--- config.mk ---
export PLATFORM = sky130hd
export DESIGN_NAME = imm_encoder_flat
export DESIGN_NICKNAME = d
export VERILOG_FILES = /design/src/rtl/imm_encoder_if.sv /design/src/rtl/imm_encoder.sv /design/src/flat_wrapper.sv
export SDC_FILE = /design/constraint.sdc
export NUM_CORES = 1
export LEC_CHECK = 0
export BUFFER_PORTS_ARGS = -buffer_cell sky130_fd_sc_hd__buf_4
export CAP_MARGIN = 40
export CORE_ASPECT_RATIO = 1.1
export CORE_MARGIN = 2
export CORE_UTILIZATION = 25
export CTS_BUF_LIST = sky130_fd_sc_hd__clkbuf_4 sky130_fd_sc_hd__clkbuf_8
export DETAILED_ROUTE_END_ITERATION = 10
export PLACE_DENSITY = 0.42
export SLEW_MARGIN = 5
export SYNTH_ARGS = -nofsm -noshare
export SYNTH_HDL_FRONTEND = slang
export SYNTH_SLANG_ARGS = --single-unit
--- constraint.sdc ---
create_clock -name clk -period 1.85 [get_ports clk]
set_input_delay 0.37 -clock clk [delete_from_list [all_inputs] [get_ports clk]]
set_output_delay 0.37 -clock clk [all_outputs]
set_load 0.02 [all_outputs]
--- src/rtl/imm_encoder_if.sv ---
// Request/response bundle for the RISC-V immediate encoder.
// Requests enter on in_*; encoded words leave on out_*.
interface imm_encoder_if;
  logic        in_valid;
  logic        in_ready;
  logic [2:0]  in_fmt;
  logic [6:0]  in_opcode;
  logic [4:0]  in_rd;
  logic [4:0]  in_rs1;
  logic [4:0]  in_rs2;
  logic [2:0]  in_funct3;
  logic [6:0]  in_funct7;
  logic [31:0] in_imm;
  logic        out_valid;
  logic        out_ready;
  logic [31:0] out_instr;
  logic        out_err;

  modport master (
    output in_valid,
    output in_fmt,
    output in_opcode,
    output in_rd,
    output in_rs1,
    output in_rs2,
    output in_funct3,
    output in_funct7,
    output in_imm,
    output out_ready,
    input  in_ready,
    input  out_valid,
    input  out_instr,
    input  out_err
  );

  modport slave (
    input  in_valid,
    input  in_fmt,
    input  in_opcode,
    input  in_rd,
    input  in_rs1,
    input  in_rs2,
    input  in_funct3,
    input  in_funct7,
    input  in_imm,
    input  out_ready,
    output in_ready,
    output out_valid,
    output out_instr,
    output out_err
  );
endinterface

--- src/rtl/imm_encoder.sv ---
// RISC-V instruction word encoder with range/alignment checks
// and a 2-entry output FIFO; counts errored requests.
module imm_encoder (
  input  logic       clk,
  input  logic       rst_n,
  imm_encoder_if.slave bus,
  output logic [7:0] err_cnt
);

  typedef enum logic [2:0] {
    F_R = 3'd0,
    F_I = 3'd1,
    F_S = 3'd2,
    F_B = 3'd3,
    F_U = 3'd4,
    F_J = 3'd5
  } fmt_e;

  typedef struct packed {
    logic        err;
    logic [31:0] instr;
  } entry_t;

  logic [2:0]  fmt;
  logic [6:0]  opc;
  logic [4:0]  rd;
  logic [4:0]  rs1;
  logic [4:0]  rs2;
  logic [2:0]  f3;
  logic [6:0]  f7;
  logic [31:0] imm;

  assign fmt = bus.in_fmt;
  assign opc = bus.in_opcode;
  assign rd  = bus.in_rd;
  assign rs1 = bus.in_rs1;
  assign rs2 = bus.in_rs2;
  assign f3  = bus.in_funct3;
  assign f7  = bus.in_funct7;
  assign imm = bus.in_imm;

  // Odd upper bounds are rejected separately by the imm[0] check.
  logic fits12;
  logic fits13;
  logic fits21;

  assign fits12 = ($signed(imm) >= -32'sd2048) &&
                  ($signed(imm) <=  32'sd2047);
  assign fits13 = ($signed(imm) >= -32'sd4096) &&
                  ($signed(imm) <=  32'sd4095);
  assign fits21 = ($signed(imm) >= -32'sd1048576) &&
                  ($signed(imm) <=  32'sd1048575);

  entry_t enc;

  always_comb begin
    enc = '0;
    unique case (1'b1)
      fmt == F_R: begin
        enc.instr = {f7, rs2, rs1, f3, rd, opc};
      end
      fmt == F_I: begin
        enc.instr = {imm[11:0], rs1, f3, rd, opc};
        enc.err   = !fits12;
      end
      fmt == F_S: begin
        enc.instr = {imm[11:5], rs2, rs1, f3,
                     imm[4:0], opc};
        enc.err   = !fits12;
      end
      fmt == F_B: begin
        enc.instr = {imm[12], imm[10:5], rs2, rs1,
                     f3, imm[4:1], imm[11], opc};
        enc.err   = !fits13 || imm[0];
      end
      fmt == F_U: begin
        enc.instr = {imm[31:12], rd, opc};
        enc.err   = |imm[11:0];
      end
      fmt == F_J: begin
        enc.instr = {imm[20], imm[10:1], imm[11],
                     imm[19:12], rd, opc};
        enc.err   = !fits21 || imm[0];
      end
      default: begin
        enc.instr = '0;
        enc.err   = 1'b1;
      end
    endcase
  end

  entry_t     mem [2];
  logic [1:0] count;
  logic       wr_ptr;
  logic       rd_ptr;
  logic       push;
  logic       pop;

  assign bus.in_ready  = (count != 2'd2);
  assign bus.out_valid = (count != 2'd0);
  assign push = bus.in_valid && bus.in_ready;
  assign pop  = bus.out_valid && bus.out_ready;

  // Gate with valid so an empty FIFO always presents zeros.
  assign bus.out_instr = bus.out_valid ?
                         mem[rd_ptr].instr : 32'h0;
  assign bus.out_err   = bus.out_valid &&
                         mem[rd_ptr].err;

  always_ff @(posedge clk or negedge rst_n) begin
    if (!rst_n) begin
      mem[0] <= '0;
      mem[1] <= '0;
      wr_ptr <= 1'b0;
      rd_ptr <= 1'b0;
      count  <= 2'd0;
    end else begin
      if (push) begin
        mem[wr_ptr] <= enc;
        wr_ptr      <= ~wr_ptr;
      end
      if (pop) begin
        rd_ptr <= ~rd_ptr;
      end
      unique case ({push, pop})
        2'b10:   count <= count + 2'd1;
        2'b01:   count <= count - 2'd1;
        default: count <= count;
      endcase
    end
  end

  always_ff @(posedge clk or negedge rst_n) begin
    if (!rst_n) begin
      err_cnt <= 8'd0;
    end else if (push && enc.err &&
                 err_cnt != 8'hFF) begin
      err_cnt <= err_cnt + 8'd1;
    end
  end

endmodule

--- src/flat_wrapper.sv ---
// flat-port wrapper written by rule: the top's interface ports become plain ports
module imm_encoder_flat 
  (clk, rst_n, err_cnt, bus_in_valid, bus_in_fmt, bus_in_opcode, bus_in_rd, bus_in_rs1, bus_in_rs2, bus_in_funct3, bus_in_funct7, bus_in_imm, bus_out_ready, bus_in_ready, bus_out_valid, bus_out_instr, bus_out_err);
  imm_encoder_if bus_i ();
  input  logic clk;
  input  logic rst_n;
  output logic [7:0] err_cnt;
  input wire logic [$bits(bus_i.in_valid)-1:0] bus_in_valid;
  input wire logic [$bits(bus_i.in_fmt)-1:0] bus_in_fmt;
  input wire logic [$bits(bus_i.in_opcode)-1:0] bus_in_opcode;
  input wire logic [$bits(bus_i.in_rd)-1:0] bus_in_rd;
  input wire logic [$bits(bus_i.in_rs1)-1:0] bus_in_rs1;
  input wire logic [$bits(bus_i.in_rs2)-1:0] bus_in_rs2;
  input wire logic [$bits(bus_i.in_funct3)-1:0] bus_in_funct3;
  input wire logic [$bits(bus_i.in_funct7)-1:0] bus_in_funct7;
  input wire logic [$bits(bus_i.in_imm)-1:0] bus_in_imm;
  input wire logic [$bits(bus_i.out_ready)-1:0] bus_out_ready;
  output wire logic [$bits(bus_i.in_ready)-1:0] bus_in_ready;
  output wire logic [$bits(bus_i.out_valid)-1:0] bus_out_valid;
  output wire logic [$bits(bus_i.out_instr)-1:0] bus_out_instr;
  output wire logic [$bits(bus_i.out_err)-1:0] bus_out_err;
  assign bus_i.in_valid = bus_in_valid;
  assign bus_i.in_fmt = bus_in_fmt;
  assign bus_i.in_opcode = bus_in_opcode;
  assign bus_i.in_rd = bus_in_rd;
  assign bus_i.in_rs1 = bus_in_rs1;
  assign bus_i.in_rs2 = bus_in_rs2;
  assign bus_i.in_funct3 = bus_in_funct3;
  assign bus_i.in_funct7 = bus_in_funct7;
  assign bus_i.in_imm = bus_in_imm;
  assign bus_i.out_ready = bus_out_ready;
  assign bus_in_ready = bus_i.in_ready;
  assign bus_out_valid = bus_i.out_valid;
  assign bus_out_instr = bus_i.out_instr;
  assign bus_out_err = bus_i.out_err;
  imm_encoder u_core (.clk(clk), .rst_n(rst_n), .bus(bus_i), .err_cnt(err_cnt));
endmodule
==> impl_metrics.py <==
metrics = {
    "logic_synthesis": {
        "syn_inst": 450,
        "ys_types": 35,
        "netlist.top_cell.by_area": "dfrtp_1",
        "yosys_warnings": 0,
        "syn_area_um2": 4060,
        "synthArstFlopShare_pct": 100,
        "yosysSeqAreaShare_pct": 48.1,
        "synth-main-ff-cell": "dfrtp_1",
        "avgSynthCellArea_um2": 9.01,
        "synth_top_area_share_pct": 48.1,
        "synth-seq-cells": 78,
        "syn-num-nets": 523,
        "synth_edf_count": 0,
        "synthTopCellsByArea": "dfrtp_1, mux2i_1, nand2_1, a22oi_1, o21ai_0",
    },
    "place": {
        "place_hpwl_um": 9800,
        "place_congestion": 0.818,
        "io_buffers": 113,
        "placed_cell_area_um2": 5510,
        "place_ws_ps": -493,
        "dp_cells": 786,
    },
    "detailed_routing": {
        "first_iter_violations": 158,
        "route.detailed.drc": 0,
        "routed_wl_um": 13200,
        "ant_nets": 0,
        "via_count": 3843,
        "routedWlPerCell_um": 16.4,
        "firstDrtPassIters": 5,
        "viasPerCell": 4.78,
    },
    "sta": {
        "holdWs_ps": 275,
        "worst_slew_pin_slew_ps": 664,
        "setup_viol": 1,
        "finalMaxSlewViolations": 0,
        "max_slew_margin_pct": 55.6,
        "timing.final.ws_setup_ps": -50.5,
        "rsz0062_at_grt": "true",
        "min_period_ps": 1900,
        "hold_viol": 0,
        "min_period_over_period_pct": 103,
        "fmaxAchievable_ghz": 0.526,
        "fin_skew_ps": 8.92,
    },
    "clock_tree": {
        "cts_buffer_depth": 2,
        "clk_latency_ps": 350,
        "cts.clk_slew.worst_paths_ps": 80,
        "cts_tree": "done",
        "root_buffer": "clkbuf_8",
        "clock_sinks": 78,
        "ctsHtreeMaxLevel": 3,
        "cts_inserted_buffers": 9,
    },
    "min_path": {
        "hold_class": "input pin to flop",
        "min_to": "u_core.mem[34]$_DFFE_PN0P_",
        "min_path_cells": 3,
        "min_from": "bus_in_opcode[1]",
    },
    "cells_and_area": {
        "drive_gt1_share_pct": 34.4,
        "final_nets": 672,
        "diodes": 0,
        "post-route-util_pct": 37.0,
        "final_cell_mix": "buf_4, nand2_1, dfrtp_1",
        "fin_area_um2": 5840,
        "final_cells": 804,
        "layout_commonest_cell": "buf_4",
        "fill_cells": 1682,
        "area_growth_pct": 44.1,
    },
    "worst_setup_path": {
        "crit_path_max_fanout": 7,
        "worstRegToRegCells": 6,
        "critical_path_class": "input pin to flop",
        "worstReg2RegEnd": "u_core.err_cnt[1]$_DFFE_PN0P_",
        "critical_path.startpoint_type": "input pin",
        "worst_setup_path_end_kind": "flop",
        "r2r_slack_ps": 140,
        "rr_startpoint": "u_core.err_cnt[4]$_DFFE_PN0P_",
        "arrival_ps": 2140,
        "cp.required_ps": 2090,
    },
    "grt": {
        "grt_util_all_layers_pct": 15.3,
        "antenna_found_initial": 0,
        "overflow": 0,
        "grt_pass1_vias": 3843,
        "grt_max_degree": 65,
        "grt_pass1_wl_um": 20600,
    },
    "outcome": {
        "status": "finished, violations left",
        "violations": "negative setup slack",
    },
    "power_and_ir_drop": {
        "vdd_drop_max_mv": 0.563,
        "p_per_area_nw_per_um2": 1480,
        "cellLeakagePower_nw": 2.78,
    },
    "die": {
        "start_util_pct": 25.7,
        "rows": 48,
        "die_h_um": 138,
        "fp.dieArea_um2": 17300,
        "boundaryPins": 114,
        "core-area_um2": 15800,
        "die_x_um": 125,
    },
    "job": {
        "cap_violations": 0,
    },
}
## logic make-up after synthesis
| group | share of synthesized area (%) |
|---|---|
| muxes | 10.4 |
| adders and majority gates | 0.617 |
| xor gates and xnor gates | 2.38 |
| and+or+nand+nor | 18.7 |
| buffers and inverters | 2.87 |
| AOI/OAI and AO/OA | 16.9 |
| DFF | 48.1 |
## routing by layer
metal | up-vias | GRT usage [%] | wire length, um
met2 | 102 | 25.3 | 6450
met3 | 11 | 2.76 | 606
met4 | 0 | 4.07 | 152
li1 | 1888 | - | -
met1 | 1842 | 20.7 | 6010
met5 | - | 0 | 0
## how the worst max path moves through the flow
stage              startpoint                            end
2_1_floorplan  bus_in_imm[22]  u_core.err_cnt[1]$_DFFE_PN0P_
3_3_place_gp   bus_in_imm[23]  u_core.err_cnt[1]$_DFFE_PN0P_
3_5_place_dp   bus_in_imm[23]  u_core.err_cnt[1]$_DFFE_PN0P_
4_1_cts        bus_in_imm[21]  u_core.err_cnt[1]$_DFFE_PN0P_
5_1_grt        bus_in_imm[27]  u_core.err_cnt[1]$_DFFE_PN0P_
6_report       bus_in_imm[27]  u_core.err_cnt[1]$_DFFE_PN0P_
## area by class of cell
class / count / area (um^2) / share of cell area, %
clock inverters: 3 / 18.8 / 0.321
flip-flops and latches: 78 / 1950 / 33.4
well taps: 200 / 250 / 4.28
multi-input cells: 341 / 2100 / 35.9
repair buffers: 166 / 1350 / 23.0
inverters: 3 / 11.3 / 0.193
clock buffers: 13 / 166 / 2.85
## what timing repair did
action	CTS	global route
setup endpoints to repair	38	23
setup buffers	1	0
endpoints found under the hold margin	22	0
hold buffers	1	0
gates resized for setup	9	20
pin swaps	1	6
## registers in the layout (all words and copies together), names as in the netlist
register,count
u_core.rd_ptr,1
u_core.wr_ptr,1
u_core.count,2
u_core.mem,66
u_core.err_cnt,8
## worst max-delay path, cell delays in order
cell	delay [ps]
buf_6	90
or4_4	550
nor4_4	300
o41ai_2	120
a41oi_2	170
buf_6	150
a21oi_4	80
mux2_4	300
## synthesized netlist by cell type (6+ instances only)
| library cell | instances |
|---|---|
| a21oi_1 | 12 |
| a22oi_1 | 24 |
| clkbuf_1 | 27 |
| dfrtp_1 | 78 |
| mux2i_1 | 36 |
| nand2_1 | 82 |
| nand4_1 | 11 |
| nor2_1 | 46 |
| nor2b_1 | 9 |
| nor4_1 | 7 |
| o21ai_0 | 35 |
| o21ai_1 | 30 |
| o22a_1 | 6 |
| xnor2_1 | 7 |
## power by group
part           leakage [nW]  switching (mW)  internal [mW]  total [mW]
registers             0.988           0.440           2.47        2.91
clock network         0.100           0.625          0.590        1.21
logic                  1.69            2.52           2.00        4.52
## per-stage QoR
stage / TNS, ps / power (mW)
floorplan: -727 / 5.49
global placement: -5920 / 7.30
detailed placement: -6230 / 7.41
CTS: -4.83 / 8.74
global route: -437 / 9.33
finish: -50.5 / 8.65
No activity file was read; power rests on OpenSTA's default activity.
